<file path="src/rtl/aq_axi_pkg.sv">
// aq_axi_pkg
//   Shared definitions for the AXI4-Lite single-beat master bridge:
//   controller state encoding (visible on STATUS[7:5]), AXI response
//   codes, fixed PROT/CACHE attributes and the timeout read-data marker.
package aq_axi_pkg;

    // Encoding is software-visible through STATUS, keep it stable.
    typedef enum logic [2:0] {
        ST_IDLE    = 3'd0,
        ST_WRITE   = 3'd1,
        ST_WRESP   = 3'd2,
        ST_READ    = 3'd3,
        ST_RDATA   = 3'd4,
        ST_DONE    = 3'd5,
        ST_WAITLOW = 3'd6
    } state_t;

    localparam logic [1:0] RESP_OKAY   = 2'b00;
    localparam logic [1:0] RESP_EXOKAY = 2'b01;
    localparam logic [1:0] RESP_SLVERR = 2'b10;
    localparam logic [1:0] RESP_DECERR = 2'b11;

    // Unprivileged, secure, data access; bufferable + modifiable.
    localparam logic [2:0] AXI_PROT  = 3'b000;
    localparam logic [3:0] AXI_CACHE = 4'b0011;

    // Returned on LOCAL_RDATA when the watchdog fires.
    localparam logic [31:0] TIMEOUT_RDATA = 32'hDEAD_BEEF;

    // Anything other than OKAY is reported to the local side as an error.
    function automatic logic resp_is_err(input logic [1:0] resp);
        return resp != RESP_OKAY;
    endfunction

endpackage

</file>
<file path="src/rtl/aq_axi_master_ls.sv">
// aq_axi_master_ls
//   Bridges a simple local request bus (CS/RNW/ADDR/BE/WDATA -> ACK/RDATA/ERR)
//   onto a single outstanding AXI4-Lite transaction.
//
//   Parameter : TIMEOUT_CYCLES (16..65535) watchdog limit in ACLK cycles.
//   Macro     : AQ_AXI_MASTER_TIMEOUT_EN enables the watchdog; without it the
//               block waits indefinitely and timeout_flag stays 0.
//
//   Ports
//     ACLK, ARESET          clock, asynchronous active-high reset
//     LOCAL_*               request side; CS is held until ACK, ACK is a
//                           one-cycle pulse carrying RDATA/ERR
//     M_AXI_AW*/W*/B*       AXI4-Lite write channels
//     M_AXI_AR*/R*          AXI4-Lite read channels
//     STATUS                {state[2:0], timeout_flag, 4'd0}
module aq_axi_master_ls
    import aq_axi_pkg::*;
#(
    parameter int TIMEOUT_CYCLES = 1024
) (
    input  logic        ACLK,
    input  logic        ARESET,

    input  logic        LOCAL_CS,
    input  logic        LOCAL_RNW,
    input  logic [31:0] LOCAL_ADDR,
    input  logic [3:0]  LOCAL_BE,
    input  logic [31:0] LOCAL_WDATA,
    output logic        LOCAL_ACK,
    output logic [31:0] LOCAL_RDATA,
    output logic        LOCAL_ERR,

    output logic [31:0] M_AXI_AWADDR,
    output logic [2:0]  M_AXI_AWPROT,
    output logic [3:0]  M_AXI_AWCACHE,
    output logic        M_AXI_AWVALID,
    input  logic        M_AXI_AWREADY,

    output logic [31:0] M_AXI_WDATA,
    output logic [3:0]  M_AXI_WSTRB,
    output logic        M_AXI_WVALID,
    input  logic        M_AXI_WREADY,

    input  logic [1:0]  M_AXI_BRESP,
    input  logic        M_AXI_BVALID,
    output logic        M_AXI_BREADY,

    output logic [31:0] M_AXI_ARADDR,
    output logic [2:0]  M_AXI_ARPROT,
    output logic [3:0]  M_AXI_ARCACHE,
    output logic        M_AXI_ARVALID,
    input  logic        M_AXI_ARREADY,

    input  logic [31:0] M_AXI_RDATA,
    input  logic [1:0]  M_AXI_RRESP,
    input  logic        M_AXI_RVALID,
    output logic        M_AXI_RREADY,

    output logic [7:0]  STATUS
);

    if (TIMEOUT_CYCLES < 16 || TIMEOUT_CYCLES > 65535) begin : g_bad_timeout
        $error("aq_axi_master_ls: TIMEOUT_CYCLES out of range 16..65535");
    end

    state_t      state;
    logic [31:0] addr_r;
    logic [3:0]  be_r;
    logic [31:0] wdata_r;
    logic        rnw_r;
    logic        issued;     // VALIDs have been raised for this request
    logic        awvalid_r, wvalid_r, arvalid_r;
    logic        bready_r, rready_r;
    logic        ack_r, err_r;
    logic [31:0] rdata_r;
    logic        timeout_flag;

    // A write channel is still pending while its VALID is up and not yet taken.
    logic aw_left, w_left;
    assign aw_left = awvalid_r & ~M_AXI_AWREADY;
    assign w_left  = wvalid_r  & ~M_AXI_WREADY;

`ifdef AQ_AXI_MASTER_TIMEOUT_EN
    localparam logic [15:0] TMO_LIMIT = 16'(TIMEOUT_CYCLES);
    logic [15:0] tmo_cnt;
    logic        tmo_flag_r;
    logic        busy;
    assign busy = (state == ST_WRITE) || (state == ST_WRESP) ||
                  (state == ST_READ)  || (state == ST_RDATA);
    assign timeout_flag = tmo_flag_r;
`else
    assign timeout_flag = 1'b0;
`endif

    always_ff @(posedge ACLK or posedge ARESET) begin
        if (ARESET) begin
            state     <= ST_IDLE;
            addr_r    <= '0;
            be_r      <= '0;
            wdata_r   <= '0;
            rnw_r     <= 1'b0;
            issued    <= 1'b0;
            awvalid_r <= 1'b0;
            wvalid_r  <= 1'b0;
            arvalid_r <= 1'b0;
            bready_r  <= 1'b0;
            rready_r  <= 1'b0;
            ack_r     <= 1'b0;
            err_r     <= 1'b0;
            rdata_r   <= '0;
`ifdef AQ_AXI_MASTER_TIMEOUT_EN
            tmo_cnt    <= '0;
            tmo_flag_r <= 1'b0;
`endif
        end else begin
            ack_r <= 1'b0;

            case (state)
                ST_IDLE: begin
                    if (LOCAL_CS) begin
                        addr_r  <= LOCAL_ADDR;
                        be_r    <= LOCAL_BE;
                        wdata_r <= LOCAL_WDATA;
                        rnw_r   <= LOCAL_RNW;
                        issued  <= 1'b0;
                        state   <= LOCAL_RNW ? ST_READ : ST_WRITE;
                    end
                end

                // First cycle in WRITE/READ raises the VALIDs from the
                // captured request; handshakes are tracked afterwards.
                ST_WRITE, ST_READ: begin
                    if (!issued) begin
                        issued <= 1'b1;
                        if (rnw_r) begin
                            arvalid_r <= 1'b1;
                        end else begin
                            awvalid_r <= 1'b1;
                            wvalid_r  <= 1'b1;
                        end
                    end else if (rnw_r) begin
                        if (M_AXI_ARREADY) begin
                            arvalid_r <= 1'b0;
                            rready_r  <= 1'b1;
                            state     <= ST_RDATA;
                        end
                    end else begin
                        // AW and W retire independently, in either order.
                        if (awvalid_r && M_AXI_AWREADY) awvalid_r <= 1'b0;
                        if (wvalid_r  && M_AXI_WREADY)  wvalid_r  <= 1'b0;
                        if (!aw_left && !w_left) begin
                            bready_r <= 1'b1;
                            state    <= ST_WRESP;
                        end
                    end
                end

                ST_WRESP: begin
                    if (M_AXI_BVALID) begin
                        bready_r <= 1'b0;
                        err_r    <= resp_is_err(M_AXI_BRESP);
                        rdata_r  <= '0;
                        ack_r    <= 1'b1;
                        state    <= ST_DONE;
                    end
                end

                ST_RDATA: begin
                    if (M_AXI_RVALID) begin
                        rready_r <= 1'b0;
                        err_r    <= resp_is_err(M_AXI_RRESP);
                        rdata_r  <= M_AXI_RDATA;
                        ack_r    <= 1'b1;
                        state    <= ST_DONE;
                    end
                end

                // ACK was registered on entry, so it is high for DONE only.
                ST_DONE: state <= ST_WAITLOW;

                // Wait for the requester to release CS so a held CS cannot
                // launch a second access.
                ST_WAITLOW: if (!LOCAL_CS) state <= ST_IDLE;

                default: state <= ST_IDLE;
            endcase

`ifdef AQ_AXI_MASTER_TIMEOUT_EN
            // Placed after the case so an expiry overrides any handshake
            // update made in the same cycle.
            if (state == ST_IDLE) begin
                tmo_cnt <= '0;
            end else if (busy) begin
                if (tmo_cnt == TMO_LIMIT) begin
                    awvalid_r  <= 1'b0;
                    wvalid_r   <= 1'b0;
                    arvalid_r  <= 1'b0;
                    bready_r   <= 1'b0;
                    rready_r   <= 1'b0;
                    err_r      <= 1'b1;
                    rdata_r    <= TIMEOUT_RDATA;
                    ack_r      <= 1'b1;
                    tmo_flag_r <= 1'b1;
                    state      <= ST_DONE;
                end else begin
                    tmo_cnt <= tmo_cnt + 16'd1;
                end
            end
`endif
        end
    end

    assign LOCAL_ACK   = ack_r;
    assign LOCAL_RDATA = rdata_r;
    assign LOCAL_ERR   = err_r;

    assign M_AXI_AWADDR  = addr_r;
    assign M_AXI_AWPROT  = AXI_PROT;
    assign M_AXI_AWCACHE = AXI_CACHE;
    assign M_AXI_AWVALID = awvalid_r;

    assign M_AXI_WDATA  = wdata_r;
    assign M_AXI_WSTRB  = be_r;
    assign M_AXI_WVALID = wvalid_r;

    assign M_AXI_BREADY = bready_r;

    assign M_AXI_ARADDR  = addr_r;
    assign M_AXI_ARPROT  = AXI_PROT;
    assign M_AXI_ARCACHE = AXI_CACHE;
    assign M_AXI_ARVALID = arvalid_r;

    assign M_AXI_RREADY = rready_r;

    assign STATUS = {state, timeout_flag, 4'd0};

endmodule

</file>
<file path="config.mk">
export PLATFORM = sky130hd
export DESIGN_NAME = aq_axi_master_ls
export DESIGN_NICKNAME = d
export VERILOG_FILES = /design/src/rtl/aq_axi_pkg.sv /design/src/rtl/aq_axi_master_ls.sv
export SDC_FILE = /design/constraint.sdc
export NUM_CORES = 1
export LEC_CHECK = 0
export ABC_AREA = 1
export BUFFER_PORTS_ARGS = -buffer_cell sky130_fd_sc_hd__buf_2
export CORE_AREA = 2 2 121 100
export CTS_CLUSTER_DIAMETER = 30
export DETAILED_ROUTE_END_ITERATION = 8
export DIE_AREA = 0 0 123 102
export GPL_TIMING_DRIVEN = 1
export PLACE_DENSITY = 0.8
export SYNTH_ARGS = -nofsm -noshare
export SYNTH_HDL_FRONTEND = slang
export SYNTH_SLANG_ARGS = --single-unit
</file>
<file path="constraint.sdc">
create_clock -name ACLK -period 4.16 [get_ports ACLK]
set_input_delay 0.416 -clock ACLK [delete_from_list [all_inputs] [get_ports ACLK]]
set_output_delay 0.416 -clock ACLK [all_outputs]
set_load 0.01 [all_outputs]
</file>
* Word-level counts from Yosys, hierarchy flattened
Index checks and enable logic that the tools add are counted.
Word-level totals: output and inout bits 161, flip-flop bits (word level) 112, input port bits 113
Operators by class: muxes and demuxes 42, eq/ne operators 20, reductions and logical operators 22, bitwise gates (word level) 5
Operator list (count):
- $mux 32 | 2
- $pmux 32 s2 | 1
- $mux 1 | 24
- $mux 3 | 8
- $ne 2x2->1 const B | 10
- $pmux 3 s6 | 1
- $reduce_and 3->1 | 4
- $reduce_bool 2->1 | 6
- $pmux 1 s2 | 5
- $reduce_and 5->1 | 2
- $eq 3x3->1 const B | 3
- $reduce_and 7->1 | 1
- $eq 3x2->1 const B | 2
- $ne 3x3->1 const B | 2
- $ne 2x1->1 const B | 2
- $reduce_and 2->1 | 2
- $eq 3x1->1 const B | 1
- $logic_and 1x1->1 | 3
- $logic_not 3->1 | 1
- $not 1->1 | 3
- $and 1x1->1 | 2
- $logic_not 1->1 | 2
- $mux 2 | 1
- $reduce_or 2->1 | 1

* Longest topological paths before layout
depth after elaboration 8, gate-level depth with buffers 10, gate-level depth less buffers 9

* Worst setup path after synthesis
No wires, ideal clock.
kind reg-to-reg, start point register state[2], end point register wdata_r[21], in the netlist M_AXI_WDATA[21], path slack 2787 ps, path buffers 3, stages on the path, launching flop included 8, required time 4044 ps, setup time 116 ps, arrival 1257 ps, path through dfrtp_1 > buf_4 > inv_2 > nand3_2 > buf_2 > buf_4 > nand2_1 > nand2_1
On the way: word-level cells in the longest chain between the ends 2
RTL lines:
- start: declaration | line aq_axi_master_ls.sv:66 | state_t state;
- start signal: assignment | line aq_axi_master_ls.sv:126 | state <= LOCAL_RNW ? ST_READ : ST_WRITE;
- $logic_not 3->1 | line aq_axi_master_ls.sv:118 | case (state)
- $reduce_and 2->1 (no line)
- end signal: assignment | line aq_axi_master_ls.sv:100 | wdata_r <= '0;
- end signal: assignment | line aq_axi_master_ls.sv:123 | wdata_r <= LOCAL_WDATA;
- end: declaration | line aq_axi_master_ls.sv:69 | logic [31:0] wdata_r;
No other way between the ends. A chain may end at the register's enable or synchronous reset.

* Final worst setup path
start point register state[0], end point register rdata_r[9], in the netlist LOCAL_RDATA[9]
On the way: word-level cells in the longest chain between the ends 3
RTL lines:
- $eq 3x3->1 or $eq 3x2->1 (tied branches) | line aq_axi_master_ls.sv:118
- $ne 2x2->1 (no line) or $reduce_bool 2->1 (tied branches)
- $reduce_and 3->1 (no line)
- end signal: assignment | line aq_axi_master_ls.sv:110 | rdata_r <= '0;
- end signal: assignment | line aq_axi_master_ls.sv:162 | rdata_r <= '0;
- end signal: assignment | line aq_axi_master_ls.sv:172 | rdata_r <= M_AXI_RDATA;
- end: declaration | line aq_axi_master_ls.sv:75 | logic [31:0] rdata_r;
Parallel ways exist; a longest one is shown, timed or not.

==> results.json <==
{
  "status": "finished clean",
  "firstDrtPassIters": 4,
  "synth.area.top_cells": "dfrtp_1 (56%), nand2_1 (19%), buf_4 (7.9%)",
  "ys_types": 25,
  "antenna_found_initial": 0,
  "clock_power_share_pct": 18.8,
  "max-vdd-ir-drop_mv": 0.451,
  "tns_ns": 0,
  "ctsLongestPathBuffers": 2,
  "cts_hold_buf": 0,
  "ys_warn_count": 0,
  "worstMarginPinSlew_ns": 1.16,
  "htree_levels": 3,
  "cp_max_fo": 35,
  "max_slew_margin_pct": 22.4,
  "crit_path_end_kind": "register",
  "fmaxAchievable_mhz": 432,
  "p_int_uw": 2940,
  "finalHoldViolCount": 0,
  "synthCells": 572,
  "synthArstFlopShare_pct": 100,
  "die_w_um": 123,
  "die_area_um2": 12500,
  "io-pin-count": 274,
  "grt_use_total_pct": 19.5,
  "synth_common_cells": "nand2_1 (259), dfrtp_1 (112), nand3_1 (67), buf_4 (53), buf_2 (17)",
  "cts_made_buffers": 9,
  "crit_required_ns": 4.44,
  "leakagePower_uw": 0.00384,
  "synth-edff-count": 0,
  "cts_tree": "done",
  "num_vias": 4317,
  "rows": 35,
  "start_util_pct": 44.3,
  "fin_area_um2": 6320,
  "path_class": "reg2reg",
  "num_antenna_cells": 0,
  "netlist_area_um2": 5010,
  "final_nets": 891,
  "cp.arrival_ns": 2.59,
  "drc": 0,
  "gp_congestion": 0.876,
  "placed_cell_area_um2": 6000,
  "grt_overflow_total": 0,
  "pwr-share-comb_pct": 41.8,
  "clock-sinks": 112,
  "grt_pass1_wl_um": 19400,
  "wl_per_cell_um": 13.5,
  "crit_buf_inv": 1,
  "synth_area_per_cell_um2": 8.76,
  "synth-main-ff-cell": "dfrtp_1",
  "worst_setup_path_start_kind": "register",
  "skew_ns": 0.00536,
  "holdCritPathClass": "in2async",
  "area_growth_pct": 26.2,
  "crit_path_cell_trace": "nor2_4 -> nand2_2 -> inv_2 -> nand2_4 -> nand2_8 -> nand3_1 -> nand2_1",
  "period_needed_ns": 2.31,
  "synth_most_common_cell": "nand2_1",
  "ys_seq_area_share_pct": 56.0,
  "cp_slowest_stage_delay_ns": 0.50,
  "dpl.hpwl_um": 9020,
  "drv_slew": 0,
  "cts-root-buf": "clkbuf_16",
  "grt_pass1_vias": 4052,
  "swShare_pct": 40.4,
  "rsz0062_at_grt": "no",
  "portBuffers": 254,
  "fillerInstances": 1032,
  "clk_pin_slew_ns": 0.07,
  "final-setup-viol-count": 0,
  "cts_resized": 0,
  "total_power_uw": 4940,
  "ys_ff_latch": 112,
  "yosysTopAreaCell": "dfrtp_1",
  "power_switching_uw": 2000,
  "core_area_um2": 11300,
  "wl_um": 12500,
  "clk_latency_ns": 0.34,
  "final_antenna_net_count": 0,
  "synth_top_area_share_pct": 56.0,
  "chipHeight_um": 102,
  "grt_max_degree": 73,
  "drive_gt1_share_pct": 37.3,
  "post_cts_buffers": 0,
  "crit_family": "simple AND/OR/NAND/NOR gates",
  "drv_cap": 0,
  "fin_crit_sh_pct": 55.6,
  "slowest_stage": "inv_2",
  "power-per-cell-area_nw_per_um2": 782,
  "viasPerCell": 4.64,
  "p_seq_share_pct": 39.4,
  "first_iter_violations": 197
}
layout by cell type, fill, tap and decap left out:
master	count
nand2_1	259
buf_2	254
dfrtp_1	112
nand3_1	67
conb_1	19
nor2_1	11
nand3_2	9
clkbuf_16	9
o21ai_0	8
inv_1	7
inv_2	4
buf_4	3
nand3b_1	2
a21oi_1	2
bufinv_16	2
nor2_4	1
nand2_2	1
nand2_4	1
nor2_2	1
nand3_4	1
nand2_8	1
inv_4	1
o21a_1	1
o31ai_1	1
or2_2	1
clkinv_4	1
clkbuf_1	1
inv_6	1
clkbuf_8	1
routing by layer:
| layer | GRT usage, % | up-vias | share of wire (%) |
|---|---|---|---|
| met5 | 0 | - | 0 |
| met4 | 4.90 | 0 | 1.4 |
| met3 | 5.80 | 16 | 9.2 |
| met2 | 32.6 | 187 | 47 |
| met1 | 25.2 | 1989 | 43 |
| li1 | - | 2125 | - |
power by group through the flow:
stage	Combinational, µW	Sequential [µW]	Clock, µW
floorplan	1230	2140	0
global placement	2040	1950	0
detailed placement	2110	1950	0
CTS	2100	1940	948
global route	2340	2010	994
finish	2070	1950	927
registers in the layout (all words and copies together), names as in the netlist, 3 cells and up:
signal,flops
LOCAL_RDATA,32
state,3
M_AXI_WDATA,32
M_AXI_WSTRB,4
M_AXI_ARADDR,32
cell type report:
type	instances	area [µm²]	area share (%)
clock buffers	11	243	3.84
clock inverters	4	77.6	1.23
inverters	12	47.5	0.752
multi-input cells	386	1670	26.4
flip-flops and latches	112	2800	44.4
well taps	148	185	2.93
repair buffers	257	1290	20.5
cells by family after synthesis:
| group | after synthesis | share of synthesized area, % |
|---|---|---|
| buffers and inverters | 91 | 12.0 |
| AND/OR/NAND/NOR | 355 | 30.6 |
| flip-flops | 112 | 56.0 |
| other | 2 | 0.150 |
| AO/OA/AOI/OAI | 12 | 1.30 |
through the flow:
| step | hold slack, ns | util [%] | instances | setup WS (ns) |
|---|---|---|---|---|
| 3_3_place_gp | 0.457 | 53.1 | 915 | 1.94 |
| 6_report | 0.262 | 55.9 | 930 | 1.85 |
| 5_1_grt | 0.256 | 55.9 | 930 | 1.61 |
| 4_1_cts | 0.251 | 55.9 | 930 | 1.84 |
| 3_5_place_dp | 0.459 | 53.1 | 915 | 1.86 |
| 2_1_floorplan | 0.437 | - | 589 | 0.785 |
worst paths after layout:
path	to	startpoint	cells past startpoint	slack (ns)
worst min register to register	M_AXI_ARVALID	issued	1	0.47
worst min-delay path	M_AXI_ARADDR[10]	ARESET	2	0.26
min in group ACLK	M_AXI_WDATA[28]	LOCAL_WDATA[28]	3	0.26
max in group asynchronous	M_AXI_WDATA[3]	ARESET	3	3.07
worst max register to register	LOCAL_RDATA[9]	state[0]	7	1.85
worst max-delay path	LOCAL_RDATA[9]	state[0]	7	1.85
No activity file was read; power rests on OpenSTA's default activity.
